`config.mk`:
```
export PLATFORM = sky130hd
export DESIGN_NAME = bcd_count_ctrl
export DESIGN_NICKNAME = d
export VERILOG_FILES = /design/src/rtl/bcd_count_pkg.sv /design/src/rtl/bcd_digit.sv /design/src/rtl/bcd_count_ctrl.sv
export SDC_FILE = /design/constraint.sdc
export NUM_CORES = 1
export LEC_CHECK = 0
export ABC_AREA = 0
export CORE_ASPECT_RATIO = 1.25
export CORE_UTILIZATION = 50
export DETAILED_ROUTE_END_ITERATION = 8
export HOLD_SLACK_MARGIN = 0.12
export PLACE_DENSITY = 0.87
export SYNTH_ARGS = -nofsm -noshare
export SYNTH_HDL_FRONTEND = slang
export SYNTH_SLANG_ARGS = --single-unit
```
`constraint.sdc`:
```
create_clock -name clk -period 2.5 [get_ports clk]
set_input_delay 0.375 -clock clk [delete_from_list [all_inputs] [get_ports clk]]
set_output_delay 0.375 -clock clk [all_outputs]
set_load 0.01 [all_outputs]
```
`src/rtl/bcd_count_pkg.sv`:
```
// Shared types and constants for the BCD run-control sequencer.
package bcd_count_pkg;

    typedef enum logic [1:0] {
        ST_IDLE  = 2'd0,
        ST_RUN   = 2'd1,
        ST_PAUSE = 2'd2,
        ST_DONE  = 2'd3
    } state_t;

    localparam logic [3:0] BCD_MAX        = 4'd9;
    localparam int         DIGITS_DEFAULT = 4;

    // True when a 4-bit nibble holds a legal decimal digit.
    function automatic logic bcd_digit_valid(input logic [3:0] d);
        return (d <= BCD_MAX);
    endfunction

endpackage

```
`src/rtl/bcd_digit.sv`:
```
// One decade counter stage: clears synchronously, increments on inc,
// wraps 9 -> 0 and raises carry so the next stage can step.
module bcd_digit
    import bcd_count_pkg::*;
(
    input  logic       clk,
    input  logic       reset,
    input  logic       clr,
    input  logic       inc,
    output logic [3:0] digit,
    output logic       carry
);

    logic [3:0] r_digit;

    // Digit register: clear wins over increment, 9 wraps to 0.
    always_ff @(posedge clk) begin
        // NOTE: sequential state uses non-blocking assignments so every
        // flop samples pre-edge values regardless of statement order.
        if (reset || clr) begin
            r_digit <= 4'd0;
        end else if (inc) begin
            r_digit <= (r_digit == BCD_MAX) ? 4'd0 : r_digit + 4'd1;
        end
    end

    assign digit = r_digit;
    assign carry = inc & (r_digit == BCD_MAX);

endmodule

```
`src/rtl/bcd_count_ctrl.sv`:
```
// Run-control sequencer for a chain of BCD decade counters.
// Optional feature: define BCD_COUNT_CTRL_AUTORELOAD_EN to reload the count
// to zero on the terminal tick and keep running instead of halting in DONE.
module bcd_count_ctrl
    import bcd_count_pkg::*;
#(
    parameter int DIGITS = DIGITS_DEFAULT
) (
    input  logic                clk,
    input  logic                reset,
    input  logic                start,
    input  logic                stop,
    input  logic                clear,
    input  logic                tick,
    input  logic [4*DIGITS-1:0] limit,
    output logic [4*DIGITS-1:0] count,
    output logic                busy,
    output logic                done,
    output logic                err
);

    localparam int W = 4 * DIGITS;

    state_t         r_state;
    state_t         w_state_nxt;
    logic [W-1:0]   r_limit;
    logic           r_done;
    logic           r_err;

    logic [W-1:0]   w_count;
    logic [DIGITS:0] w_carry;
    logic           w_limit_ok;
    logic           w_at_limit;
    logic           w_inc;
    logic           w_clr;
    logic           w_latch;
    logic           w_done_nxt;
    logic           w_err_nxt;
    logic           w_unused_carry;

    // Check every nibble of the incoming limit for a legal decimal digit.
    always_comb begin
        // NOTE: every combinational output gets a default first so no
        // path leaves it unassigned and no latch is inferred.
        w_limit_ok = 1'b1;
        for (int i = 0; i < DIGITS; i++) begin
            if (!bcd_digit_valid(limit[4*i +: 4])) begin
                w_limit_ok = 1'b0;
            end
        end
    end

    assign w_at_limit = (w_count == r_limit);

    // Next state and datapath controls; clear > start > stop > tick.
    always_comb begin
        w_state_nxt = r_state;
        w_inc       = 1'b0;
        w_clr       = 1'b0;
        w_latch     = 1'b0;
        w_done_nxt  = 1'b0;
        w_err_nxt   = 1'b0;
        if (clear) begin
            w_state_nxt = ST_IDLE;
            w_clr       = 1'b1;
        end else begin
            case (r_state)
                ST_IDLE, ST_DONE: begin
                    if (start) begin
                        if (w_limit_ok) begin
                            w_state_nxt = ST_RUN;
                            w_clr       = 1'b1;
                            w_latch     = 1'b1;
                        end else begin
                            w_err_nxt = 1'b1;
                        end
                    end
                end
                ST_RUN: begin
                    if (stop) begin
                        w_state_nxt = ST_PAUSE;
                    end else if (tick) begin
                        if (w_at_limit) begin
                            w_done_nxt = 1'b1;
`ifdef BCD_COUNT_CTRL_AUTORELOAD_EN
                            w_clr = 1'b1;
`else
                            w_state_nxt = ST_DONE;
`endif
                        end else begin
                            w_inc = 1'b1;
                        end
                    end
                end
                ST_PAUSE: begin
                    if (start) begin
                        w_state_nxt = ST_RUN;
                    end
                end
                default: begin
                    w_state_nxt = ST_IDLE;
                end
            endcase
        end
    end

    // State register, limit latch and one-cycle status pulses.
    always_ff @(posedge clk) begin
        if (reset) begin
            r_state <= ST_IDLE;
            r_limit <= '0;
            r_done  <= 1'b0;
            r_err   <= 1'b0;
        end else begin
            r_state <= w_state_nxt;
            if (w_latch) begin
                r_limit <= limit;
            end
            r_done <= w_done_nxt;
            r_err  <= w_err_nxt;
        end
    end

    // Ripple-enabled decade chain: each stage steps when all lower are 9.
    assign w_carry[0] = w_inc;

    genvar g;
    for (g = 0; g < DIGITS; g++) begin : g_digit
        bcd_digit u_digit (
            .clk   (clk),
            .reset (reset),
            .clr   (w_clr),
            .inc   (w_carry[g]),
            .digit (w_count[4*g +: 4]),
            .carry (w_carry[g+1])
        );
    end

    // The count never passes the limit, so the top carry is never consumed.
    assign w_unused_carry = w_carry[DIGITS];

    assign count = w_count;
    assign busy  = (r_state == ST_RUN) || (r_state == ST_PAUSE);
    assign done  = r_done;
    assign err   = r_err;

endmodule

```
==> summary.txt <==
Pwr
  • LEAKAGE: 0.781 nW
  • VDD IR max: approximately 0.35 mV
  • Total chip power: 1.17 mW
  • Pwr dens: slightly below 500 mW/mm²

Floorplan
  • Die height: 71.2 µm
  • DIE WIDTH: 57.4 µm
  • Initial core utilization: 0.536
  • Die footprint: 0.00409 mm²
  • Ports: 41
  • Placeable core region: 0.00357 mm²
  • # rows: 24

Setup path
  • Critical path type: flop to flop
  • Crit-path max cell delay: 0.56 ns
  • Startpoint types: flop
  • CP max stage cell: or4_1
  • Worst r2r dst: g_digit[1].u_digit.digit[3]
  • Critical Path Sink Type: flop
  • Crit Path Max Fanout: 11
  • CP Cell Sequence: inv_1 > ha_1 > and4bb_2 > nand4_1 > or4_1 > a31oi_1
  • Reg2Reg Depth: 6
  • Worst EP arrival: 2.31 ns
  • CP required: between 2 and 3 ns
  • Reg2reg start: r_state[1]
  • R2R setup slack: 0.40 ns

CTS
  • Reg clk slew, reported paths: 0.07 ns
  • Post-CTS Setup Repair Bufs: 0
  • Deepest clock path buffer count: 2
  • H-Tree Depth: 2
  • Clock sinks: 36
  • CTS tree: done
  • CTS Buf Count: 5
  • Hold buffers post-CTS: 0
  • Worst-Skew Late Latency: roughly 0.29 ns
  • Cts repair resizes: 0
  • Root buf cell: clkbuf_8

Layout
  • P&R area growth vs syn: 27.1%
  • Final nets: approximately 280
  • Fraction of layout cells with a size suffix above 1: 0.0846
  • # diodes: 0

Worst hold path
  • Hold worst-path end: r_state[1]
  • Hold Path Depth: 2
  • Hold Startpoint: r_state[1]
  • Worst hold-check path type: flop to flop

Routing
  • Vias per inst: 5.87
  • Final antenna-violating net count: 0
  • Final WL: 4500 µm
  • Vias: approximately 1800
  • DRC: 2
  • DR iter-0 viols: 68
  • TritonRoute pass-1 iters: 8
  • Wire per inst: 15.0 µm

Yosys
  • Ranking of synthesized cells by area: dfxtp_1 38%, mux2i_1 9.4%, xnor2_1 6.9%
  • Commonest cells in the netlist: 36 x dfxtp_1, 19 x nor2_1, 18 x mux2i_1
  • Most common cell in the synthesized netlist: dfxtp_1
  • Yosys top cell area share: 0.376
  • Post-synth EDFFs: 0
  • Register area share after synthesis: 0.376
  • Post-Syn Nets: roughly 240
  • Most used DFF post-synth: dfxtp_1
  • Yosys warnings: 0
  • Post-Syn Area: 0.00192 mm²
  • Synthesized instance count: 218
  • Ys async rst share: 0
  • Yosys reg bits: 36
  • Syn avg cell area: 8.79 µm²
  • Area leader, netlist: dfxtp_1
  • Yosys cell types: 39

STA
  • Max-slew violations: 0
  • Least-Margin Pin Slew: a little over 0.4 ns
  • Clock skew: 0.00499 ns
  • Unrepaired setup endpoints after global routing: false
  • Minimum clock period: 2.10 ns
  • Hold Vio Cnt, Final: 0
  • Fin crit share: 0.840
  • Endpoints failing setup: 0
  • Headroom to the max-slew limit: 0.723
  • Setup TNS: 0 ns
  • Fmax: about 480 MHz

Flow run
  • Max-cap violation count: 0

Placement
  • IO Port Bufs: 40
  • DP Wirelength: 3170 µm
  • Final RePlAce weighted congestion: 0.787

Global route
  • Total track usage: 0.252
  • Initial antenna violation count: 0
  • First-pass GRT wire length: 8090 µm
  • Largest net degree at the start of global routing: 30
  • Vias in the first global route: 1756
  • Overflow after GRT: 0

Run status
  • Failing checks: DRC
  • Status: finished with violations
==> cells by family (layout without fill, tap and decap cells) <==
group / after synthesis / count (layout) / share of synthesized area
compound gates: 46 / 46 / 0.144
xor+xnor: 17 / 17 / 0.0816
fa+ha+maj: 2 / 2 / 0.0131
buf+inv: 21 / 63 / 0.0529
flops: 36 / 36 / 0.376
mux: 18 / 18 / 0.0940
simple gates: 78 / 78 / 0.238
==> worst max-delay path by stage <==
stage / to / start / slack [ns] / cells past startpoint
after floorplan: r_state[0] / g_digit[1].u_digit.digit[2] / 0.69 / 6
final: g_digit[1].u_digit.digit[3] / r_state[1] / 0.40 / 6
after detailed placement: g_digit[1].u_digit.digit[3] / clear / 0.13 / 5
after global routing: g_digit[1].u_digit.digit[3] / r_state[1] / 0.22 / 6
after CTS: g_digit[1].u_digit.digit[3] / r_state[1] / 0.41 / 6
after global placement: g_digit[1].u_digit.digit[3] / clear / 0.20 / 5
==> critical path, delay by kind of cell, from the launching register on <==
kind / cells / cell delay, ns
buffers and inverters: 1 / 0.08
AO/OA/AOI/OAI: 1 / 0.18
AND/OR/NAND/NOR: 3 / 1.19
adder cells (fa/ha/maj): 1 / 0.25
flip-flops: 1 / 0.32
==> through the flow <==
step / cell area, µm² / worst slack (ns) / cells / hold WS [ns] / util
2_1_floorplan: 1920 / 0.685 / 218 / 0.458 / -
3_3_place_gp: 2350 / 0.202 / 291 / 0.476 / 0.657
3_5_place_dp: 2350 / 0.126 / 291 / 0.487 / 0.657
4_1_cts: 2440 / 0.409 / 299 / 0.498 / 0.682
5_1_grt: 2440 / 0.219 / 299 / 0.529 / 0.682
6_report: 2440 / 0.401 / 299 / 0.493 / 0.682
==> routing by layer <==
| metal | global-route usage | vias to the layer above | wire, µm |
|---|---|---|---|
| li1 | - | 869 | - |
| met1 | 0.321 | 826 | 1940 |
| met2 | 0.419 | 50 | 2250 |
| met3 | 0.0614 | 11 | 215 |
| met4 | 0.0813 | 0 | 84 |
| met5 | 0 | - | 0 |
==> layout by cell type, fill, tap and decap left out, types with 2 or more instances in the layout <==
| cell | Yosys | final |
|---|---|---|
| a211o_1 | 2 | 2 |
| a21oi_1 | 13 | 13 |
| a21oi_2 | 2 | 2 |
| a31oi_1 | 4 | 4 |
| and4_1 | 2 | 2 |
| and4bb_2 | 2 | 2 |
| buf_4 | 1 | 5 |
| clkbuf_1 | 5 | 2 |
| clkbuf_8 | 0 | 6 |
| clkdlybuf4s50_1 | 0 | 40 |
| dfxtp_1 | 36 | 36 |
| ha_1 | 2 | 2 |
| inv_1 | 10 | 10 |
| mux2i_1 | 18 | 18 |
| nand2_1 | 13 | 13 |
| nand2b_1 | 2 | 2 |
| nand3_1 | 2 | 2 |
| nand4_1 | 7 | 7 |
| nor2_1 | 19 | 19 |
| nor2b_1 | 6 | 6 |
| nor3_1 | 2 | 2 |
| nor3b_1 | 4 | 4 |
| o21ai_0 | 16 | 16 |
| o31ai_1 | 6 | 6 |
| or4_1 | 11 | 11 |
| xnor2_1 | 15 | 15 |
==> layout make-up <==
class / instances / area, µm²
clock buffers: 8 / 90.1
inverters: 10 / 37.5
repair buffers: 45 / 438
multi-input cells: 161 / 1100
flip-flops and latches: 36 / 721
fillers: 279 / 1140
well taps: 39 / 48.8
==> sequential cells by signal, summed over array words and instances (netlist names) <==
register and count:
done 1, r_limit 16, err 1, g_digit.u_digit.digit 16, r_state 2
==> power by group <==
part	switching (mW)	internal [mW]	leakage, nW
Combinational	0.0820	0.0716	0.445
Clock	0.207	0.225	0.0455
Sequential	0.00461	0.580	0.290
Total	0.294	0.877	0.781
(Power assumes the default switching activity.)
